### src/rtl/flow_pkg.sv
// flow_pkg: shared types, lane-order constants and parameter helpers for the flow library
package flow_pkg;
  localparam logic LANE_LSB_FIRST = 1'b0;
  localparam logic LANE_MSB_FIRST = 1'b1;
  typedef enum logic {IDLE = 1'b0, SEND = 1'b1} state_t;
  function automatic int clog2_min1(input int n);
    return (n <= 2) ? 1 : $clog2(n);
  endfunction
  function automatic bit params_ok(input int dst_w, input int ratio);
    return (dst_w >= 1) && (ratio >= 2);
  endfunction
endpackage

### src/rtl/flow_lane_sel.sv
// flow_lane_sel: combinational N:1 lane mux selecting a W-bit lane from a packed word
module flow_lane_sel #(
  parameter int W  = 8,
  parameter int N  = 4,
  parameter int IW = 2
) (
  input  logic [W*N-1:0] hold_i,
  input  logic [IW-1:0]  idx_i,
  output logic [W-1:0]   lane_o
);
  always_comb begin
    lane_o = '0;
    for (int i = 0; i < N; i++) lane_o = (idx_i == IW'(i)) ? hold_i[i*W +: W] : lane_o;
  end
endmodule

### src/rtl/flow_wide2narrow.sv
// flow_wide2narrow: splits a DST_W*RATIO valid-ready word into DST_W lanes with selectable order
module flow_wide2narrow
  import flow_pkg::*;
#(
  parameter  int DST_W = 8,
  parameter  int RATIO = 4,
  localparam int IW    = clog2_min1(RATIO),
  localparam int SRC_W = DST_W * RATIO
) (
  input  logic             clk,
  input  logic             rst_n,
  input  logic             cfg_en,
  input  logic             cfg_msb_first,
  input  logic             src_val,
  output logic             src_rdy,
  input  logic [SRC_W-1:0] src_data,
  input  logic [IW-1:0]    src_nlanes,
  output logic             dst_val,
  input  logic             dst_rdy,
  output logic [DST_W-1:0] dst_data,
  output logic             dst_last,
  output logic             busy
);
  if (!params_ok(DST_W, RATIO)) begin : g_bad_params
    $error("flow_wide2narrow: RATIO must be >= 2 and DST_W >= 1");
  end
  localparam logic [IW-1:0] NL_MAX = IW'(RATIO - 1);
  state_t             state_q;
  logic [SRC_W-1:0]   hold_q;
  logic [IW-1:0]      cnt_q, nl_q, nl_d, idx;
  logic               ord_q, src_acc;
  logic [DST_W-1:0]   lane;
  assign dst_val  = (state_q == SEND);
  assign busy     = dst_val;
  assign dst_last = dst_val & (cnt_q == nl_q);
  // a new word may enter in the same cycle the final lane of the current one leaves
  assign src_rdy  = rst_n & cfg_en & (~dst_val | (dst_rdy & dst_last));
  assign src_acc  = src_val & src_rdy;
  assign nl_d     = (src_nlanes >= NL_MAX) ? NL_MAX : src_nlanes;
  assign idx      = (ord_q == LANE_MSB_FIRST) ? nl_q - cnt_q : cnt_q;
  flow_lane_sel #(.W(DST_W), .N(RATIO), .IW(IW)) u_lane_sel (
    .hold_i (hold_q),
    .idx_i  (idx),
    .lane_o (lane)
  );
  assign dst_data = dst_val ? lane : '0;
  always_ff @(posedge clk) begin
    if (!rst_n || !cfg_en) begin
      state_q <= IDLE;
      hold_q  <= '0;
      cnt_q   <= '0;
      nl_q    <= '0;
      ord_q   <= LANE_LSB_FIRST;
    end else if (src_acc) begin
      state_q <= SEND;
      hold_q  <= src_data;
      cnt_q   <= '0;
      nl_q    <= nl_d;
      ord_q   <= cfg_msb_first;
    end else if (dst_val && dst_rdy) begin
      state_q <= dst_last ? IDLE : SEND;
      cnt_q   <= dst_last ? '0 : cnt_q + 1'b1;
    end
  end
endmodule
### config.mk
export PLATFORM = sky130hd
export DESIGN_NAME = flow_wide2narrow
export DESIGN_NICKNAME = d
export VERILOG_FILES = /design/src/rtl/flow_pkg.sv /design/src/rtl/flow_lane_sel.sv /design/src/rtl/flow_wide2narrow.sv
export SDC_FILE = /design/constraint.sdc
export NUM_CORES = 1
export LEC_CHECK = 0
export BUFFER_PORTS_ARGS = -buffer_cell sky130_fd_sc_hd__buf_2
export CAP_MARGIN = 20
export CELL_PAD_IN_SITES_DETAIL_PLACEMENT = 1
export CELL_PAD_IN_SITES_GLOBAL_PLACEMENT = 2
export CORE_MARGIN = 2
export CORE_UTILIZATION = 35
export CTS_BUF_LIST = sky130_fd_sc_hd__clkbuf_4
export DETAILED_ROUTE_END_ITERATION = 12
export PLACE_DENSITY_LB_ADDON = 0.1
export SLEW_MARGIN = 20
export SYNTH_ARGS = -nofsm -noshare
export SYNTH_HDL_FRONTEND = slang
export SYNTH_SLANG_ARGS = --single-unit
### constraint.sdc
create_clock -name clk -period 2.7 [get_ports clk]
set_input_delay 0 -clock clk [delete_from_list [all_inputs] [get_ports clk]]
set_output_delay 0 -clock clk [all_outputs]
set_load 0.02 [all_outputs]
== After elaboration in Yosys (flattened, before gate mapping) ==
Cells that the tools add are included.
Operators by class
  reductions and logical operators: 7
  eq/ne operators: 4
  $add $sub $neg: 2
  mux-type cells: 11
  magnitude comparators: 1
  bitwise gates (word level): 7
Operator list (count)
  8-bit two-way mux: 5
  2-bit two-way mux: 3
  1-bit bitwise AND: 5
  2-bit == test, second input constant: 2
  1-bit two-way mux: 3
  2-bit by 1-bit adder with 2-bit output, second input constant: 1
  2-bit by 1-bit == test with 1-bit output, second input constant: 1
  2-bit == test: 1
  2-bit greater-or-equal comparator, second input constant: 1
  1-bit zero test: 2
  2-bit zero test: 1
  2-bit nonzero test: 1
  2-bit OR reduction: 1
  2-bit subtractor: 1
  1-bit logical AND: 1
  1-bit logical OR: 1
  1-bit NOT: 1
  1-bit bitwise OR: 1
Word-level totals
  register bits after elaboration: 38
  bits of input ports: 40

== Logic depth before layout (Yosys ltp) ==
Gate-level depths: netlist of the first run.
  depth in word-level cells: 8
  mapped depth: 9
  depth with buffers taken out: 6

== Cells and area by module ==
Synthesis of the first run repeated with hierarchy kept, for this count alone.
Unflattened totals
  cells, all modules: 205
  area, all modules: 1899.3 um^2
By module, submodules not included
  flow_wide2narrow: instances 1, cells each 195, area each 1702.9 um^2, sequential area each 760.7 um^2
  flow_lane_sel: instances 1, cells each 10, area each 196.4 um^2, sequential area each 0.0 um^2

== Worst setup path after synthesis of the first run ==
OpenSTA, ideal clock, no wires.
  kind: register to output
  start: register cnt_q[0]
  end: output port dst_data[6]
  path slack: 0.573 ns
  buffers on the path: 3
  required time: 2.700 ns
  stages on the path, launching flop included: 9
  arrival time: 2.127 ns
  path through: dfxtp_1 ha_1 buf_6 and2_4 buf_6 or2_1 buf_6 a41o_1 o31ai_1
On the way
  cells in the longest elaborated chain, start to end: 8
  elaborated cells on any way between the ends: 11
  those cells by class: add/sub: 1; eq/ne: 3; mux: 6; reduce/logical: 1
RTL lines
  from (decl): line flow_wide2narrow.sv:30  | logic [IW-1:0] cnt_q, nl_q, nl_d, idx;
  from (signal assigned): line flow_wide2narrow.sv:62  | cnt_q <= dst_last ? '0 : cnt_q + 1'b1;
  2-bit subtractor: line flow_wide2narrow.sv:40  | assign idx = (ord_q == LANE_MSB_FIRST) ? nl_q - cnt_q : cnt_q;
  2-bit two-way mux (*): line flow_wide2narrow.sv:40
  2-bit zero test: line flow_lane_sel.sv:13  | for (int i = 0; i < N; i++) lane_o = (idx_i == IW'(i)) ? hold_i[i*W +: W] : lane_o;
  8-bit two-way mux (3 in a row): line flow_lane_sel.sv:13
  8-bit two-way mux (*): line flow_lane_sel.sv:13
  8-bit two-way mux (*): line flow_wide2narrow.sv:46  | assign dst_data = dst_val ? lane : '0;
  to (decl): line flow_wide2narrow.sv:20  | output logic [DST_W-1:0] dst_data,
Every way passes the cells marked *; elsewhere a longest branch is shown, timed or not.

== Final worst setup path of the first run ==
  start: register cnt_q[0]
  end: output port dst_data[4]
The elaborated chain is that of the path after synthesis.

==> results of run 1 <==
[synth_stat cells, types with 2 or more instances]
library cell and number:
buf_6 7, dfxtp_1 38, nor3_1 5, inv_1 4, nand3b_1 4, o2111ai_1 4, o311ai_0 5, o221ai_1 4
nand2b_1 4, a22o_1 34, o41ai_2 2, nand3_1 2, buf_4 2, o211a_1 2, nor4_1 4, nand2_1 4
o211ai_1 2, o21ai_0 8, xor2_2 2, nor2b_1 7, clkbuf_1 3, buf_2 5, nor2_1 22, nor4b_1 2
[final cells by class]
cell class                 count  area share
clock buffer                   6      0.0167
tap                           72      0.0334
inverter                       5     0.00695
timing repair buffer          91       0.239
clock inverter                 2     0.00325
multi-input combinational    143       0.418
sequential                    38       0.283
[critical path: cells and delay by family (launching register included)]
family                     cells  cell delay, ps
and+or+nand+nor                2             590
AOI/OAI and AO/OA              2             550
buffers and inverters          1             230
DFF                            1             380
adders and majority gates      1             460
[state kept, by name (all words and copies together) (netlist names)]
signal,flops
busy,1
cnt_q,2
nl_q,2
hold_q,32
ord_q,1
[report_power, final]
part	internal, mW	leakage [nW]	total, mW	switching [mW]
Sequential	0.579	0.310	0.597	0.0183
Combinational	0.0910	0.771	0.163	0.0723
Clock	0.108	0.0331	0.297	0.189
[through the flow]
stage	power (mW)	utilization	instances	instance area [um2]
6_report	1.06	0.487	357	2700
5_1_grt	1.11	0.487	357	2700
4_1_cts	1.07	0.485	357	2690
3_5_place_dp	0.732	0.410	313	2270
3_3_place_gp	0.728	0.410	313	2270
2_1_floorplan	0.684	-	203	2030
[per-layer routing]
metal  vias to the layer above  routed length, um  global-route usage
met4                         0                 10              0.0220
met5                         -                  0                   0
met3                         2                204              0.0382
met1                       935               2780               0.258
met2                        46               2900               0.328
li1                        949                  -                   -
[worst paths after layout]
kind,slack [ps],start,endpoint,cells after the start
worst max-delay path,160,cnt_q[0],dst_data[4],6
worst min-delay path,20,cfg_en,busy,3
worst max register to register,530,cnt_q[0],nl_q[1],6
worst min register to register,500,nl_q[0],nl_q[0],1
[what timing repair did]
item                                    in CTS  in global routing
hold buffers                                36                  0
gates resized for setup                      0                  4
hold endpoints to repair                    36                  0
endpoints found under the setup margin       0                  7
[cells by family after synthesis]
kind of cell / after synthesis / synth area share
simple gates: 60 / 0.164
compound gates: 77 / 0.341
buf+inv: 22 / 0.0735
xor+xnor: 5 / 0.0401
flops: 38 / 0.375
fa+ha+maj: 1 / 0.00617
==> metrics.md, run 1 <==
| Metric | Value |
|---|---|
| Layout cells sized above 1 | 0.291 |
| Worst-path cell chain | ha_1 -> and2_4 -> or2_1 -> o211a_1 -> o41ai_2 -> buf_2 |
| Core area | 5540 um2 |
| Crit Path Class | flop to primary output |
| Number of antenna violations at the first check in global routing | 0 |
| Setup ws final | 159 ps |
| Syn Area/Cell | 9.98 um2 |
| Die height | 80.1 um |
| Tmin final | 2540 ps |
| Unrepaired setup endpoints after global routing | false |
| Gr usage total | 0.192 |
| Ranking of synthesized cells by area | dfxtp_1, a22o_1, nor2_1 |
| CP max FO | 10 |
| Setup Fix Bufs, Post-CTS | 0 |
| Top cell type's share of synthesized area | 0.375 |
| Number of flops mapped to enable cells by yosys | 0 |
| Post-synthesis cell area | 2030 um2 |
| CTS H-tree depth | 2 |
| Area occupied by multi-input gates | 1130 um2 |
| I/O Buffers | 51 |
| Achievable Freq | 0.394 GHz |
| Yosys Warn Count | 0 |
| HPWL Detailed | 4.11 mm |
| Final hold violation count | 0 |
| Setup-failing EPs final | 0 |
| Hold Crit Class | input pin to flop |
| Max incr delay on CP | 460 ps |
| Rel. slew slack | 0.620 |
| Number of global-route vias before repair | 1,944 |
| #FFs+latches synth | 38 |
| Congestion Overflow GR | 0 |
| Worst-path clk slew | 120 ps |
| Commonest non-fill, non-tap cell in the layout | buf_2 |
| WP data required | 2700 ps |
| Mean routed wirelength per cell | 16.5 um |
| Largest net degree at the start of global routing | 38 |
| First-pass GRT wire length | 9.71 mm |
| Crit path max-delay cell type | ha_1 |
| TNS Setup | 0 ps |
| Final wirelength | 5.90 mm |
| DRC violations left | 0 |
| I/O Pins | 52 |
| Outcome | finished clean |
| Starting DRC count in detailed routing | 142 |
| Sink Count | 38 |
| Top_reg_cell synth | dfxtp_1 |
| CP endpoint kind | primary output |
| GPL Wtd Cong | 0.845 |
| Startpoint Class | flop |
| Sequential cell area fraction in the yosys report | 0.375 |
| Initial core utilization | 0.366 |
| Register area | 763 um2 |
| Worst skew pair latency | 340 ps |
| Static Leakage | 1.11 nW |
| Worst hold slack | 19.1 ps |
| Most frequent cells in the layout | buf_2, dfxtp_1, dlygate4sd3_1, a22o_1, nor2_1 |
| Max rail drop VDD | 193 uV |
| TritonCTS Buffers | 5 |
| FFs w/ async S/R, synth | 0 |
| Antenna Nets Post-Route | 0 |
| Max Transition Viols Final | 0 |
| Die X | 80.1 um |
| Worst-margin pin slew | 563 ps |
| CTS tree | done |
| Total nets after synthesis | 244 |
| Row count | 27 |
| Layout overhead on the synthesized area | 33.1% |
| Distinct cells, synth | 51 |
| Die Footprint | 6420 um2 |
| Iteration count of the initial detailed-routing pass | 4 |
| Worst EP arrival | 2540 ps |
| Post-Syn Instances | 203 |
| N_diodes | 0 |
| Cell taking the most area after synthesis | dfxtp_1 |
| CTS Buffer Depth | 2 |
| Fill count | 659 |
| Pwr/cell area | 392 nW/um2 |
| Max Clock Skew | 10.1 ps |
| MaxCap Viol Count | 0 |
| Final period utilization | 0.941 |
| Vias after detailed routing | 1,932 |
| Root Driver | clkbuf_4 |
| Dpl ws | 463 ps |
| Nets | 325 |
| Via density per instance | 5.41 |
Note: power is estimated with default switching activity, not from simulation.
==> run 2, diff against run 1 <==
--- a/config.mk
+++ b/config.mk
@@ -14,6 +14,7 @@
 export CTS_BUF_LIST = sky130_fd_sc_hd__clkbuf_4
 export DETAILED_ROUTE_END_ITERATION = 12
 export PLACE_DENSITY_LB_ADDON = 0.1
+export RECOVER_POWER = 100
 export SLEW_MARGIN = 20
 export SYNTH_ARGS = -nofsm -noshare
 export SYNTH_HDL_FRONTEND = slang
==> run 2 against run 1 <==
Clock-buffer cell count stayed put; critical endpoint unchanged; non-clock buffer count is the same; final cell count unchanged; combinational power about the same; worst hold slack improved by 6.4 ps; critical path depth unchanged; via count decreased by 0.21%; clock skew down 1.1 ps; maximum frequency rose by 0.60%; sequential cell count unchanged; first-iteration DRC count rose by 37%; sequential power is essentially flat.
==> metrics.md, run 2 (synthesized netlist as in run 1, its figures left out) <==
| Metric | Value |
|---|---|
| Outcome | finished clean |
| Clk pwr share | 0.280 |
| CP startpoint | cnt_q[0] |
| Final hold violation count | 0 |
| Most frequent cells in the layout | buf_2, dfxtp_1, dlygate4sd3_1, a22o_1, nor2_1 |
| GPL Wtd Cong | 0.845 |
| Congestion Overflow GR | 0 |
| Worst R2R Path Depth | 6 |
| Layout overhead on the synthesized area | 31.5% |
| Sw frac | 0.262 |
| Busiest layer in global routing | met2 |
| MaxCap Viol Count | 0 |
| Worst-path clk slew | 120 ps |
| Number of antenna violations at the first check in global routing | 0 |
| Max Clock Skew | 9.00 ps |
| Setup-failing EPs final | 0 |
| Die height | 80.1 um |
| Layout cells sized above 1 | 0.263 |
| Net switching power | 0.276 mW |
| Startpoint Class | flop |
| Hold Crit Class | input pin to flop |
| Worst hold slack | 25.5 ps |
| Antenna Nets Post-Route | 0 |
| Flop2flop setup slack | 320 ps |
| HPWL Detailed | 4.11 mm |
| Die X | 80.1 um |
| Core area | 5540 um2 |
| Rel. slew slack | 0.548 |
| Commonest non-fill, non-tap cell in the layout | buf_2 |
| TritonCTS Buffers | 5 |
| Combinational share of power | 0.153 |
| Via density per instance | 5.40 |
| Sink Count | 38 |
| Number of global-route vias before repair | 1,944 |
| DRC violations left | 0 |
| Worst EP arrival | 2530 ps |
| HP Start | cfg_en |
| Max Transition Viols Final | 0 |
| TNS Setup | 0 ps |
| R2r startpoint | cnt_q[1] |
| Final wirelength | 5.84 mm |
| I/O Pins | 52 |
| Largest registers | hold_q (32), cnt_q (2), nl_q (2) |
| Initial core utilization | 0.366 |
| Fill count | 664 |
| Achievable Freq | 0.396 GHz |
| Root Driver | clkbuf_4 |
| CP endpoint kind | primary output |
| Unrepaired setup endpoints after global routing | false |
| Register area | 763 um2 |
| CTS tree | done |
| Internal Pwr Total | 0.776 mW |
| Nets | 325 |
| Max rail drop VDD | 193 uV |
| CP max FO | 10 |
| Max FFs per register | 32 |
| Row count | 27 |
| First-pass GRT wire length | 9.71 mm |
| Met2 usage | 0.328 |
| Mean routed wirelength per cell | 16.4 um |
| Die Footprint | 6420 um2 |
| Placed cell count | 313 |
| I/O Buffers | 51 |
| Gr usage total | 0.192 |
| Final period utilization | 0.935 |
| Vias after detailed routing | 1,928 |
| CTS H-tree depth | 2 |
| Grt met1 use | 0.258 |
| Static Leakage | 1.09 nW |
| CTS Buffer Depth | 2 |
| Tmin final | 2530 ps |
| Area occupied by multi-input gates | 1110 um2 |
| Worst skew pair latency | 330 ps |
| Starting DRC count in detailed routing | 194 |
| FF-to-FF End | hold_q[28] |
| Pwr/cell area | 395 nW/um2 |
| N_diodes | 0 |
| Worst-margin pin slew | 678 ps |
| Sequential power share | 0.567 |
| Iteration count of the initial detailed-routing pass | 4 |
| GR Layer Usage met3 | 0.0382 |
| Finished Layout Cells | 357 |
| Crit Path Class | flop to primary output |
| Largest net degree at the start of global routing | 38 |
| CP Capture Point | dst_data[4] |
| WP data required | 2700 ps |
| Reg with most FFs | hold_q |
[run 2: changes by cell type in the layout (fill, tap and decap cells not counted), moves of 3 or more]
| cell | previous run | this run |
|---|---|---|
| buf_2 | 51 | 44 |
| buf_4 | 4 | 1 |
| clkbuf_1 | 0 | 5 |
| clkbuf_2 | 0 | 5 |
[run 2: worst min-delay path by stage]
stage                  to  slack [ps]  cells after the start
2_1_floorplan        busy         120                      2
3_3_place_gp   hold_q[13]         210                      2
3_5_place_dp   hold_q[11]         210                      2
4_1_cts              busy          10                      3
5_1_grt              busy          50                      3
6_report             busy          30                      3
[run 2: stage by stage]
step	power, mW	setup WS (ps)	utilization	cell area (um2)
finish	1.05	174	0.481	2670
global route	1.11	38.1	0.481	2670
CTS	1.07	48.4	0.485	2690
detailed placement	0.732	463	0.410	2270
global placement	0.728	558	0.410	2270
floorplan	0.684	573	-	2030
[run 2: routing by layer]
| metal | share of wire | vias up |
|---|---|---|
| met4 | 0.0017 | 0 |
| li1 | - | 953 |
| met1 | 0.46 | 929 |
| met3 | 0.033 | 2 |
| met5 | 0 | - |
| met2 | 0.50 | 44 |
[run 2: timing repair]
action / CTS / global route
hold endpoints to repair: 36 / 0
gates resized for setup: 0 / 4
setup buffers: 0 / 0
hold buffers: 36 / 0
setup endpoints to repair: 0 / 7
[run 2: area by class of cell]
class	count	area share
clock buffer	6	0.0169
inverter	5	0.00704
clock inverter	2	0.00328
timing repair buffer	91	0.237
tap	72	0.0338
multi-input combinational	143	0.416
sequential	38	0.286
[run 2: power by group through the flow]
stage	logic (mW)	registers [mW]	clock network, mW
final	0.161	0.597	0.295
after global routing	0.177	0.600	0.334
after CTS	0.163	0.597	0.310
after detailed placement	0.123	0.609	0
after global placement	0.119	0.608	0
after floorplan	0.0822	0.602	0
[run 2: worst max-delay path, cell delays in order, from the launching register on]
cell and delay, ps:
dfxtp_2 380, ha_1 450, and2_4 250, or2_1 330
o211a_1 190, o41ai_2 370, clkbuf_2 230
